--- config.mk ---
export PLATFORM = sky130hd
export DESIGN_NAME = alu_operand_sequencer_flat
export DESIGN_NICKNAME = d
export VERILOG_FILES = /design/src/rtl/alu_operand_sequencer_if.sv /design/src/rtl/alu_operand_sequencer.sv /design/src/flat_wrapper.sv
export SDC_FILE = /design/constraint.sdc
export NUM_CORES = 1
export LEC_CHECK = 0
export CORE_ASPECT_RATIO = 1.4
export CORE_UTILIZATION = 58
export CTS_CLUSTER_DIAMETER = 40
export DETAILED_ROUTE_END_ITERATION = 16
export GPL_ROUTABILITY_DRIVEN = 0
export PLACE_DENSITY_LB_ADDON = 0.1
export SETUP_SLACK_MARGIN = 0.4
export SLEW_MARGIN = 40
export SYNTH_ARGS = -nofsm -noshare
export SYNTH_HDL_FRONTEND = slang
export SYNTH_SLANG_ARGS = --single-unit
--- constraint.sdc ---
create_clock -name clk -period 8.6 [get_ports clk]
set_input_delay 1.29 -clock clk [delete_from_list [all_inputs] [get_ports clk]]
set_output_delay 1.29 -clock clk [all_outputs]
set_load 0.05 [all_outputs]
--- src/rtl/alu_operand_sequencer_if.sv ---
// Command, preload, ALU and debug signals of alu_operand_sequencer.
// Optional STATUS_NV_EN adds the status_n / status_v outputs.
interface alu_operand_sequencer_if;
  logic        cmd_valid;
  logic        cmd_ready;
  logic [2:0]  cmd_rn;
  logic [2:0]  cmd_rm;
  logic [2:0]  cmd_rd;
  logic [1:0]  cmd_shift;
  logic [1:0]  cmd_aluop;
  logic        cmd_wb;
  logic        wr_en;
  logic [2:0]  wr_num;
  logic [15:0] wr_data;
  logic [15:0] alu_a;
  logic [15:0] alu_b;
  logic [1:0]  alu_op;
  logic [15:0] alu_out;
  logic        alu_z;
  logic [15:0] result;
  logic        status_z;
  logic        done;
  logic [2:0]  dbg_num;
  logic [15:0] dbg_data;
`ifdef STATUS_NV_EN
  logic        status_n;
  logic        status_v;
`endif

  // Command source, preloader and ALU side
  modport master (
    output cmd_valid, cmd_rn, cmd_rm, cmd_rd, cmd_shift, cmd_aluop, cmd_wb,
           wr_en, wr_num, wr_data, alu_out, alu_z, dbg_num,
    input
`ifdef STATUS_NV_EN
           status_n, status_v,
`endif
           cmd_ready, alu_a, alu_b, alu_op, result, status_z, done, dbg_data
  );

  // Sequencer side
  modport slave (
    input  cmd_valid, cmd_rn, cmd_rm, cmd_rd, cmd_shift, cmd_aluop, cmd_wb,
           wr_en, wr_num, wr_data, alu_out, alu_z, dbg_num,
    output
`ifdef STATUS_NV_EN
           status_n, status_v,
`endif
           cmd_ready, alu_a, alu_b, alu_op, result, status_z, done, dbg_data
  );
endinterface

--- src/rtl/alu_operand_sequencer.sv ---
// Operand staging / writeback stage around the datapath ALU: 8x16 register
// file, A/B operand registers with a 1-bit shift on B, result/Z capture and
// writeback. Optional macro STATUS_NV_EN adds captured N and V flags.
module alu_operand_sequencer (
  input logic                    clk,
  input logic                    reset,
  alu_operand_sequencer_if.slave bus
);
  localparam int unsigned DATA_W   = 16;
  localparam int unsigned NUM_REGS = 8;

  typedef enum logic [2:0] {
    S_IDLE,
    S_LOADA,
    S_LOADB,
    S_EXEC,
    S_WRITE
  } state_e;

  state_e              state_q;
  logic [DATA_W-1:0]   regs_q [NUM_REGS];
  logic [2:0]          rn_q;
  logic [2:0]          rm_q;
  logic [2:0]          rd_q;
  logic [1:0]          shift_q;
  logic                wb_q;
  logic [1:0]          op_q;
  logic [DATA_W-1:0]   a_q;
  logic [DATA_W-1:0]   b_q;
  logic [DATA_W-1:0]   c_q;
  logic                z_q;
  logic                done_q;
  logic                ready_q;
  logic [DATA_W-1:0]   rm_val;
  logic [DATA_W-1:0]   b_d;

  // Shifted B operand taken from R[rm]
  always_comb begin
    rm_val = regs_q[rm_q];
    b_d    = rm_val;
    case (shift_q)
      2'b01:   b_d = {rm_val[DATA_W-2:0], 1'b0};
      2'b10:   b_d = {1'b0, rm_val[DATA_W-1:1]};
      2'b11:   b_d = {rm_val[DATA_W-1], rm_val[DATA_W-1:1]};
      default: b_d = rm_val;
    endcase
  end

  // Command sequencer, operand/result registers and register file
  always_ff @(posedge clk or posedge reset) begin
    if (reset) begin
      state_q <= S_IDLE;
      regs_q  <= '{default: '0};
      rn_q    <= '0;
      rm_q    <= '0;
      rd_q    <= '0;
      shift_q <= '0;
      wb_q    <= 1'b0;
      op_q    <= '0;
      a_q     <= '0;
      b_q     <= '0;
      c_q     <= '0;
      z_q     <= 1'b0;
      done_q  <= 1'b0;
      ready_q <= 1'b1;
    end else begin
      done_q <= 1'b0;
      case (state_q)
        S_IDLE: begin
          // preload and handshake may share an edge; the reads come later
          if (bus.wr_en) regs_q[bus.wr_num] <= bus.wr_data;
          if (bus.cmd_valid) begin
            rn_q    <= bus.cmd_rn;
            rm_q    <= bus.cmd_rm;
            rd_q    <= bus.cmd_rd;
            shift_q <= bus.cmd_shift;
            wb_q    <= bus.cmd_wb;
            op_q    <= bus.cmd_aluop;
            ready_q <= 1'b0;
            state_q <= S_LOADA;
          end
        end
        S_LOADA: begin
          a_q     <= regs_q[rn_q];
          state_q <= S_LOADB;
        end
        S_LOADB: begin
          b_q     <= b_d;
          state_q <= S_EXEC;
        end
        S_EXEC: begin
          c_q     <= bus.alu_out;
          z_q     <= bus.alu_z;
          done_q  <= 1'b1;
          state_q <= S_WRITE;
        end
        S_WRITE: begin
          if (wb_q) regs_q[rd_q] <= c_q;
          ready_q <= 1'b1;
          state_q <= S_IDLE;
        end
        default: begin
          ready_q <= 1'b1;
          state_q <= S_IDLE;
        end
      endcase
    end
  end

`ifdef STATUS_NV_EN
  logic n_q;
  logic v_q;
  logic v_d;

  // Signed overflow of the current ALU operation
  always_comb begin
    v_d = 1'b0;
    case (op_q)
      2'b00:   v_d = (a_q[DATA_W-1] == b_q[DATA_W-1]) &&
                     (bus.alu_out[DATA_W-1] != a_q[DATA_W-1]);
      2'b01:   v_d = (a_q[DATA_W-1] != b_q[DATA_W-1]) &&
                     (bus.alu_out[DATA_W-1] != a_q[DATA_W-1]);
      default: v_d = 1'b0;
    endcase
  end

  // N/V capture alongside C and Z
  always_ff @(posedge clk or posedge reset) begin
    if (reset) begin
      n_q <= 1'b0;
      v_q <= 1'b0;
    end else if (state_q == S_EXEC) begin
      n_q <= bus.alu_out[DATA_W-1];
      v_q <= v_d;
    end
  end

  assign bus.status_n = n_q;
  assign bus.status_v = v_q;
`endif

  assign bus.cmd_ready = ready_q;
  assign bus.done      = done_q;
  assign bus.alu_a     = a_q;
  assign bus.alu_b     = b_q;
  assign bus.alu_op    = op_q;
  assign bus.result    = c_q;
  assign bus.status_z  = z_q;
  assign bus.dbg_data  = regs_q[bus.dbg_num];

endmodule

--- src/flat_wrapper.sv ---
// flat-port wrapper written by rule: the top's interface ports become plain ports
module alu_operand_sequencer_flat 
  (clk, reset, bus_cmd_valid, bus_cmd_rn, bus_cmd_rm, bus_cmd_rd, bus_cmd_shift, bus_cmd_aluop, bus_cmd_wb, bus_wr_en, bus_wr_num, bus_wr_data, bus_alu_out, bus_alu_z, bus_dbg_num, bus_cmd_ready, bus_alu_a, bus_alu_b, bus_alu_op, bus_result, bus_status_z, bus_done, bus_dbg_data);
  alu_operand_sequencer_if bus_i ();
  input logic clk;
  input logic reset;
  input wire logic [$bits(bus_i.cmd_valid)-1:0] bus_cmd_valid;
  input wire logic [$bits(bus_i.cmd_rn)-1:0] bus_cmd_rn;
  input wire logic [$bits(bus_i.cmd_rm)-1:0] bus_cmd_rm;
  input wire logic [$bits(bus_i.cmd_rd)-1:0] bus_cmd_rd;
  input wire logic [$bits(bus_i.cmd_shift)-1:0] bus_cmd_shift;
  input wire logic [$bits(bus_i.cmd_aluop)-1:0] bus_cmd_aluop;
  input wire logic [$bits(bus_i.cmd_wb)-1:0] bus_cmd_wb;
  input wire logic [$bits(bus_i.wr_en)-1:0] bus_wr_en;
  input wire logic [$bits(bus_i.wr_num)-1:0] bus_wr_num;
  input wire logic [$bits(bus_i.wr_data)-1:0] bus_wr_data;
  input wire logic [$bits(bus_i.alu_out)-1:0] bus_alu_out;
  input wire logic [$bits(bus_i.alu_z)-1:0] bus_alu_z;
  input wire logic [$bits(bus_i.dbg_num)-1:0] bus_dbg_num;
  output wire logic [$bits(bus_i.cmd_ready)-1:0] bus_cmd_ready;
  output wire logic [$bits(bus_i.alu_a)-1:0] bus_alu_a;
  output wire logic [$bits(bus_i.alu_b)-1:0] bus_alu_b;
  output wire logic [$bits(bus_i.alu_op)-1:0] bus_alu_op;
  output wire logic [$bits(bus_i.result)-1:0] bus_result;
  output wire logic [$bits(bus_i.status_z)-1:0] bus_status_z;
  output wire logic [$bits(bus_i.done)-1:0] bus_done;
  output wire logic [$bits(bus_i.dbg_data)-1:0] bus_dbg_data;
  assign bus_i.cmd_valid = bus_cmd_valid;
  assign bus_i.cmd_rn = bus_cmd_rn;
  assign bus_i.cmd_rm = bus_cmd_rm;
  assign bus_i.cmd_rd = bus_cmd_rd;
  assign bus_i.cmd_shift = bus_cmd_shift;
  assign bus_i.cmd_aluop = bus_cmd_aluop;
  assign bus_i.cmd_wb = bus_cmd_wb;
  assign bus_i.wr_en = bus_wr_en;
  assign bus_i.wr_num = bus_wr_num;
  assign bus_i.wr_data = bus_wr_data;
  assign bus_i.alu_out = bus_alu_out;
  assign bus_i.alu_z = bus_alu_z;
  assign bus_i.dbg_num = bus_dbg_num;
  assign bus_cmd_ready = bus_i.cmd_ready;
  assign bus_alu_a = bus_i.alu_a;
  assign bus_alu_b = bus_i.alu_b;
  assign bus_alu_op = bus_i.alu_op;
  assign bus_result = bus_i.result;
  assign bus_status_z = bus_i.status_z;
  assign bus_done = bus_i.done;
  assign bus_dbg_data = bus_i.dbg_data;
  alu_operand_sequencer u_core (.clk(clk), .reset(reset), .bus(bus_i));
endmodule
* Yosys cells after proc, flatten, opt, wreduce, memory -nomap -nowiden
Index checks and enable logic that the tools add are counted.
** Word-level totals
- Word-level logic and storage cells :: 76
- Register bits after elaboration :: 196
- Bits of input ports :: 57
- Output and inout bits :: 69
** Cells by class
- Reduce and logical (&&, ||, !) cells :: 8
- Mux-type cells :: 24
- $lt $le $gt $ge :: 7
- Bitwise operators :: 6
- Equality and inequality tests :: 10
** Operator list (number)
- bitwise mux 128 bit :: 2
- 2-to-1 mux 128 bit :: 2
- one-hot mux 128 bit (2 select lines) :: 1
- binary-select mux 16 bit (select 3 bit) :: 3
- 2-to-1 mux 16 bit :: 8
- demux 16 bit (select 3 bit) :: 2
- one-hot mux 16 bit (3 select lines) :: 1
- >= comparator 4 bit (second input constant) :: 5
- NOT 3 -> 4 bit :: 5
- one-hot mux 3 bit (4 select lines) :: 1
- less-than comparator 4 x 1 -> 1 bit (second input constant) :: 2
- == test 3 x 2 -> 1 bit (second input constant) :: 2
- == test 2 bit (second input constant) :: 2
- != test 2 bit (second input constant) :: 2
- AND reduction 2 bit :: 2
- == test 3 x 1 -> 1 bit (second input constant) :: 1
- == test 3 bit (second input constant) :: 1
- logical NOT 3 bit :: 1
- 2-to-1 mux 3 bit :: 1
- AND reduction 3 bit :: 1
- OR reduction 3 bit :: 1
- == test 2 x 1 -> 1 bit (second input constant) :: 1
- logical AND 1 bit :: 2
- 2-to-1 mux 1 bit :: 2
- 4 further kinds :: 4

* Longest topological paths before layout
- Depth in word-level cells :: 8
- Gate-level depth with buffers :: 7
- Depth with buffers taken out :: 4

* Least setup slack after synthesis
No wires, ideal clock.
- Kind :: in2out
- Start :: input port bus_dbg_num[0]
- End :: output port bus_dbg_data[0]
- Arrival time :: 2720 ps
- Buffers on the path :: 2
- Setup slack :: 4590 ps
- Data required time :: 7310 ps
- Stages on the path :: 4
- Path through :: clkbuf_1 buf_2 mux4_2 mux2_2
** On the way
- Cells in the longest elaborated chain, start to end :: 4
** RTL lines
- start: declaration :: RTL line flat_wrapper.sv:19 : input wire logic [$bits(bus_i.dbg_num)-1:0] bus_dbg_num;
- NOT 3 -> 4 bit (implied by the code) :: RTL line alu_operand_sequencer.sv:149 : assign bus.dbg_data = regs_q[bus.dbg_num];
- binary-select mux 16 bit (select 3 bit) :: RTL line alu_operand_sequencer.sv:149
- 2-to-1 mux 16 bit (implied by the code) (2 in series) :: RTL line alu_operand_sequencer.sv:149
- end: declaration :: RTL line flat_wrapper.sv:27 : output wire logic [$bits(bus_i.dbg_data)-1:0] bus_dbg_data;
No other way between the ends. The select of a mux whose other input is x is not followed.

* Worst setup path after layout
- Start :: input port bus_dbg_num[1]
- End :: output port bus_dbg_data[2]
The elaborated chain is that of the path after synthesis.

==> key figures <==
Clock network
  – Clk sinks: 196
  – # Post-CTS Setup Buffers: 0
  – H-tree depth: 4
  – CTS resizes: 0
  – CTS tree: built
  – CTS Hold Bufs: 0
  – Clock slew at reported path FFs: 0.08 ns
  – Root Buffer: clkbuf_16
  – CTS Buf Count: 17
  – Clock Path Buffers: 2
  – Clk_lat worst skew: 0.45 ns

Drt
  – Starting DRC count in detailed routing: 1060
  – Drt drc: 0
  – Antenna viol nets, final: 0
  – Post-Route WL: 39680 um
  – Vias per inst: 7.396
  – Routed vias: roughly 9700
  – WL per Instance: 30.36 um
  – Router iterations before antenna repair: 5

STA
  – Fmax: 204.6 MHz
  – Unrepaired setup endpoints after global routing: false
  – Clock skew: 0.01127 ns
  – Tightest Pin Transition: about 0.94 ns
  – Post-Route Setup TNS: 0 ns
  – Final Slew Violations: 0
  – Slew HR: 0.3695
  – Endpoints failing setup: 0
  – Fin crit period: 4.887 ns
  – Endpoints failing hold: 0
  – Period utilisation layout: 0.5682

Critical path
  – Critical path class: input port to output port
  – Crit path from: bus_dbg_num[1]
  – WP data required: 7.31 ns
  – R2R Path Start: u_core.state_q[0]
  – Crit path arrival time: roughly 3.6 ns
  – R2R setup slack: around 6 ns
  – Kind of end point of the critical path: output port
  – CP Launch Type: input port
  – Crit Path Max Fanout: 32

Worst hold path
  – Hold crit path type: flip-flop to flip-flop
  – Hold path start: u_core.bus.cmd_ready

Power and ir drop
  – Internal: 2959 uW
  – Peak VDD IR: about 0.30 mV
  – Logic gate share of total power: 0.538
  – Reg power frac: 0.321
  – Power density over cell area: 403.0 mW/mm^2
  – Switching part of the total: 0.4718
  – Net Sw Power: 2644 uW
  – Leakage: about 0.0059 uW
  – Clk pwr share: 0.141

Finish
  – Most common cell after layout, fill and taps aside: dfrtp_1
  – Layout area overhead: 15.81%
  – Layout cells sized above 1: 0.2938
  – Fillers: 1518
  – Commonest cells after routing, fill and taps aside: 192 x dfrtp_1, 128 x o22ai_1, 123 x clkdlybuf4s50_1
  – Final std cells w/o fill: 1307
  – ANT cells: 0
  – Fin nets: 1099

Floorplanning
  – Core Area: 0.02007 mm^2
  – # IOs: 126
  – Die Ht: 172.2 um
  – Die width: 123.6 um
  – Site Rows: 61
  – Die ar.: about 0.021 mm^2
  – Initial Util: 0.5981

Logic synthesis
  – Avg Cell Area, Syn: 12.51 um^2
  – Register bit total from synthesis: 196
  – Area contributors post-synth: dfrtp_1 41%, mux4_2 13%, mux2_2 10%
  – Syn nets: 1017
  – Yosys cell types: 42
  – EDFF count, synth: 0
  – Synth async-reset ratio: 1.000
  – Sequential cell area fraction in the yosys report: 0.4087
  – Yosys warns: 0
  – Post-Synthesis Cells: 960
  – Largest area contributor in the netlist: dfrtp_1
  – Post-synth top flop: dfrtp_1
  – Synth Cell Area: 0.01201 mm^2
  – Post-synth top area share: 0.4065

Status
  – Status: finished clean

GRT
  – GR Util All Layers: 0.3891
  – Largest net degree at the start of global routing: 131
  – Grt total ovfl: 0
  – Vias in the first global route: 9593
  – First-pass GRT wire length: 58750 um
  – Initial antenna violation count: 0

Place
  – Buffers on Ports: about 130
  – # placed instances: ~1300
  – DP HPWL: 25040 um

Run
  – Maxcap violations: 0
[power by group through the flow]
stage | combinational [uW] | sequential [uW] | clock (uW)
2_1_floorplan | 1790 | 1980 | 0
3_3_place_gp | 2900 | 1770 | 0
3_5_place_dp | 2950 | 1790 | 0
4_1_cts | 2960 | 1780 | 797
5_1_grt | 3140 | 1840 | 827
6_report | 3010 | 1800 | 791
[routing by layer]
| metal | vias to the layer above | share of wire | GRT usage |
|---|---|---|---|
| met1 | 4821 | 0.36 | 0.4865 |
| met2 | 725 | 0.46 | 0.5913 |
| met5 | - | 0 | 0 |
| met3 | 195 | 0.095 | 0.07916 |
| li1 | 3926 | - | - |
| met4 | 0 | 0.085 | 0.2939 |
[state kept, by name, summed over array words and instances (netlist names), 2 cells and up]
name               cells
u_core.regs_q        128
u_core.rd_q            3
u_core.bus.alu_b      16
u_core.rn_q            3
u_core.bus.alu_a      16
u_core.bus.alu_op      2
u_core.state_q         3
u_core.shift_q         2
u_core.rm_q            3
u_core.bus.result     16
[cells by family (layout without fill, tap and decap cells)]
group           after synthesis  in the layout  share of synthesized area
mux                         322            322                     0.3720
compound gates              196            196                     0.1070
flops                       196            196                     0.4087
simple gates                152            152                    0.06785
buf+inv                      93            188                    0.04377
xor+xnor                      1              1                  0.0007297
[critical path: stages]
cell	delay [ns]
clkdlybuf4s50_1	0.45
buf_4	0.41
mux4_2	0.38
mux2_2	0.31
clkdlybuf4s50_1	0.71
[Yosys cell counts, drive strengths merged (2+ instances only)]
cell type and number:
nor3b 3, nor2b 3, nand3 39, a21oi 17, o22ai 128, mux2 181
and3b 2, dfrtp 195, a41oi 12, or3b 7, buf 47, a22oi 28
a31oi 3, a32oi 3, mux2i 73, clkbuf 45, nor3 2, mux4 68
or3 3, o21ai 4, and2 2, nand2 34, nor2 50, nand3b 6
[final timing paths]
| path | endpoint | cells past startpoint |
|---|---|---|
| max in group asynchronous | u_core.regs_q[73] | 3 |
| max | bus_dbg_data[2] | 5 |
| min in group asynchronous | u_core.bus.alu_b[7] | 2 |
| min | u_core.bus.cmd_ready | 2 |
| max reg2reg | u_core.regs_q[79] | 6 |
| min reg2reg | u_core.bus.cmd_ready | 2 |
[final cells by class]
type / count / area (um^2) / area share
clock inverter: 12 / 110.1 / 0.007919
inverter: 1 / 16.27 / 0.001170
timing repair buffer: 155 / 1480 / 0.1065
sequential: 196 / 4912 / 0.3533
tap: 252 / 315.3 / 0.02268
clock buffer: 20 / 456.7 / 0.03285
multi-input combinational: 671 / 6613 / 0.4756
[per-stage QoR]
stage / power [uW] / utilization / hold slack (ns) / cell area [um^2] / setup slack, ns
after floorplan: 3768 / - / 0.4805 / 12010 / 1.971
after global placement: 4676 / 0.6623 / 0.4763 / 13290 / 3.563
after detailed placement: 4741 / 0.6641 / 0.4759 / 13330 / 3.763
after CTS: 5536 / 0.6923 / 0.4930 / 13900 / 3.759
after global routing: 5806 / 0.6926 / 0.5259 / 13900 / 3.674
final: 5603 / 0.6926 / 0.4900 / 13900 / 3.713
No activity file was read; power rests on OpenSTA's default activity.
